`src/rtl/data_mem_alt_pkg.sv`:
```
// Shared sizing defaults for the frame-buffer data memory.
// Imported by the storage core and its wrapper.
package data_mem_alt_pkg;

  localparam int DATA_W = 16;
  localparam int ADDR_W = 3;

  function automatic int depth_of(input int aw);
    return 1 << aw;
  endfunction

endpackage

```
`src/rtl/data_mem_alt_dpram_core.sv`:
```
// Storage core: word array, write port and registered read port.
// Enables and reset are active-high/active-low logical here.
module dpram_core
  import data_mem_alt_pkg::*;
#(
  parameter int DW = DATA_W,
  parameter int AW = ADDR_W
) (
  input  logic          clk,
  input  logic          rst_n,
  input  logic          we,
  input  logic          re,
  input  logic [AW-1:0] wr_addr,
  input  logic [AW-1:0] rd_addr,
  input  logic [DW-1:0] wr_data,
  output logic [DW-1:0] rd_data
);

  localparam int DEPTH = depth_of(AW);

  logic [DW-1:0] mem [DEPTH];

  // Read samples the array before this edge's write: read-old-data.
  always_ff @(posedge clk or negedge rst_n) begin
    if (!rst_n) begin
      for (int i = 0; i < DEPTH; i++) begin
        mem[i] <= '0;
      end
      rd_data <= '0;
    end else begin
      if (we) begin
        mem[wr_addr] <= wr_data;
      end
      if (re) begin
        rd_data <= mem[rd_addr];
      end
    end
  end

endmodule

```
`src/rtl/data_mem_alt.sv`:
```
// Frame-buffer data memory: one write port, one registered read port.
// Decodes the active-low enables onto the storage core.
module data_mem_alt
  import data_mem_alt_pkg::*;
#(
  parameter int DATA_WIDTH = DATA_W,
  parameter int ADDR_WIDTH = ADDR_W
) (
  input  logic                  clk,
  input  logic                  reset,
  input  logic                  wr_en,
  input  logic                  rd_en,
  input  logic [ADDR_WIDTH-1:0] wr_addr,
  input  logic [ADDR_WIDTH-1:0] rd_addr,
  input  logic [DATA_WIDTH-1:0] wr_data,
  output logic [DATA_WIDTH-1:0] rd_data
);

  logic we;
  logic re;

  assign we = ~wr_en;
  assign re = ~rd_en;

  dpram_core #(
    .DW(DATA_WIDTH),
    .AW(ADDR_WIDTH)
  ) u_core (
    .clk    (clk),
    .rst_n  (reset),
    .we     (we),
    .re     (re),
    .wr_addr(wr_addr),
    .rd_addr(rd_addr),
    .wr_data(wr_data),
    .rd_data(rd_data)
  );

endmodule

```
`config.mk`:
```
export PLATFORM = sky130hd
export DESIGN_NAME = data_mem_alt
export DESIGN_NICKNAME = d
export VERILOG_FILES = /design/src/rtl/data_mem_alt_pkg.sv /design/src/rtl/data_mem_alt_dpram_core.sv /design/src/rtl/data_mem_alt.sv
export SDC_FILE = /design/constraint.sdc
export NUM_CORES = 1
export LEC_CHECK = 0
export BUFFER_PORTS_ARGS = -buffer_cell sky130_fd_sc_hd__buf_2
export CORE_MARGIN = 3
export CORE_UTILIZATION = 55
export DETAILED_ROUTE_END_ITERATION = 10
export GPL_TIMING_DRIVEN = 0
export PLACE_DENSITY = 0.7
export SLEW_MARGIN = 10
export SYNTH_ARGS = -nofsm -noshare
export SYNTH_HDL_FRONTEND = slang
export SYNTH_SLANG_ARGS = --single-unit
```
`constraint.sdc`:
```
create_clock -name clk -period 2.8 [get_ports clk]
set_clock_uncertainty 0.2 [all_clocks]
set_input_delay 0.56 -clock clk [delete_from_list [all_inputs] [get_ports clk]]
set_output_delay 0.56 -clock clk [all_outputs]
set_load 0.05 [all_outputs]
```
==> key figures <==
Run status
  • Status: finished with violations
  • Failing checks: negative hold slack

Clock tree
  • Post-CTS Setup Inserts: 0
  • CTS H-tree lvls: 4
  • CTS Root Cell: clkbuf_16
  • Clock Path Buffers: 2
  • Reg clk slew, reported paths: 0.05 ns
  • CTS tree: built
  • Hold buffers post-CTS: 0
  • Post_cts resized: 0
  • CTS sink cnt: 144
  • Total CTS buffers: 17
  • Clk Latency, worst-skew pair: 0.43 ns

Yosys
  • Seq cells post-synth: 144
  • Compound-Gate Fraction of Synth Area: 5.533%
  • Largest family of logic cells by synthesized area: multiplexers
  • EDFF count, synth: 0
  • Asr flop ratio synth: 100.0%
  • Yosys warnings: 0
  • Syn nets: 469
  • Mean Syn Cell Area: 14.70 µm²
  • Post-Synth Simple-Gate Area: 3.381%
  • Seq/Total Area, Yosys: 55.33%
  • Post-synthesis mux area share: 33.16%
  • Synth Area in XOR/XNOR: 0%
  • Gate Count Post-Synth: 443
  • Post-Synth Adder-Cell Area: 0%
  • Post-synth cell types: 23
  • Synthesized cell area: 6512 µm²
  • Top FF cell, synth: dfrtp_1

Layout
  • Area occupied by multi-input gates: 2740 µm²
  • Layout cell share with drive strength beyond 1: 48.93%
  • Register area: 3603 µm²
  • Most common cell after layout, fill and taps aside: mux2_2
  • Fill cell count: 866
  • Area delta synth->final: 15.83%
  • Layout Cells excl Fill: 656
  • N_diodes: 0
  • Layout Nets: 527
  • Commonest non-fill, non-tap cells in the layout: mux2_2, dfrtp_1, buf_2

Power and ir drop
  • Pwr Density: 832.7 nW/µm²
  • Max rail drop VDD: 484.8 µV
  • Leakage power: 3.375 nW
  • Overall Power: 6.281 mW

Timing
  • Crit path time final: 2.103 ns
  • Measured slew at the worst slew-check pin: 0.7906 ns
  • FMAX: 0.4756 GHz
  • Final Max Tran Viols: 0
  • Hold WS: -0.02644 ns
  • Final Hold Fails: 17
  • Fin crit share: 75.09%
  • Final setup vio count: 0
  • RSZ-0062 raised after global routing: no
  • Slew margin rel.: 47.29%

Critical path
  • Arrival @ worst endpoint: 2.18 ns
  • CP Buf/Inv Count: 2
  • Req. time, crit path: 2.88 ns
  • Cell family with most CP delay: buffers and inverters
  • CP Max Fanout: 10
  • CP cell instances: buf_2 > nor2_1 > clkbuf_1 > a22o_1 > o31ai_1
  • Startpoint Class: primary input
  • CP max stage cell: clkbuf_1
  • Crit Path Category: primary input to register
  • Critical Path End Type: register
  • Max stage delay on crit path: 0.64 ns

Global routing
  • Global-route wire length before repair: 23000 µm
  • Gr ovfl total: 0
  • Vias in the first global route: 4043
  • Gr usage total: 23.87%
  • Largest net degree at the start of global routing: 87
  • Initial antenna violation count: 0

Floorplanning
  • Die area: 13180 µm²
  • CORE AREA: 11520 µm²
  • Die X: 114.8 µm
  • IO Count: 42
  • Initial Utilization: 56.55%
  • Row cnt: 39
  • Die Height: 114.8 µm

Run
  • Number of max-cap violations: 0

Worst hold path
  • Min-Delay Path Class: primary input to async pin

Placed design
  • GPL Wtd Cong: 0.7562
  • Port-buffer cells: 38
  • Placed Cells: 625
  • HPWL after DPL: 9249 µm

Routing
  • Via density: 5.866
  • DR vias: 3848
  • DR DRC count: 0
  • First-pass DRT Iterations: 4
  • Initial DRC count: 188
  • Routed length per instance: 22.18 µm
  • Antenna violation net count after detailed routing: 0
  • Overall routed net length: 14550 µm
[Yosys cell counts, drive strengths merged (3+ instances only)]
cell type	count	area (µm²)
o31ai	16	120.1
o22ai	16	100.1
clkbuf	9	33.78
mux2	160	1839
mux2i	32	320.3
buf	18	135.1
nand2b	4	35.03
nor2	3	16.26
a22o	16	140.1
nor3	4	65.06
nand2	18	70.07
dfrtp	144	3603
[layer usage]
layer	track usage, %	vias to the layer above	wire length, µm
met5	0	-	0
met1	33.31	2005	6712
met4	8.842	0	260
li1	-	1753	-
met3	5.368	20	666
met2	36.98	70	6909
[stage by stage]
stage	area, µm²	setup TNS, ns	utilization, %	hold slack [ns]	setup slack [ns]
floorplan	6513	0	-	0.06441	0.7944
global placement	6882	-137.18	59.76	0.2564	-0.9650
detailed placement	6915	0	60.05	0.2723	0.2948
CTS	7543	0	65.50	0.02329	0.7244
global route	7543	0	65.50	0.03183	0.6447
finish	7543	0	65.50	-0.02644	0.6975
[path summary, 6_finish.rpt]
kind,start,to,slack [ns],depth (start not counted)
setup / recovery,rd_addr[1],u_core.rd_data[12],0.70,5
hold / removal,reset,u_core.rd_data[1],-0.03,1
setup reg to reg,u_core.mem[39],u_core.rd_data[7],1.48,3
hold reg to reg,u_core.rd_data[7],u_core.rd_data[7],0.28,2
max in group asynchronous,reset,u_core.mem[5],1.66,2
min in group clk,rd_en,u_core.rd_data[15],0.23,2
[cell type report]
| type | instances | area share (%) |
|---|---|---|
| buffer | 27 | 2.239 |
| clock buffer | 27 | 7.066 |
| clock inverter | 4 | 1.261 |
| multi-input combinational | 272 | 36.32 |
| sequential | 144 | 47.77 |
| tap | 143 | 2.372 |
| timing repair buffer | 39 | 2.969 |
[flip-flops by register name, indices dropped and copies added (netlist names)]
register,cells
u_core.rd_data,16
u_core.mem,128
[logic make-up after synthesis]
group,Yosys count
AOI/OAI and AO/OA,48
buffers and inverters,27
DFF,144
muxes,192
and+or+nand+nor,32
[where the power goes]
group	switching [mW]	internal (mW)	leakage (nW)	total [mW]
clock network	0.822	1.56	0.310	2.38
logic	0.552	0.588	1.33	1.14
registers	0.223	2.53	1.73	2.76
(Power assumes the default switching activity.)
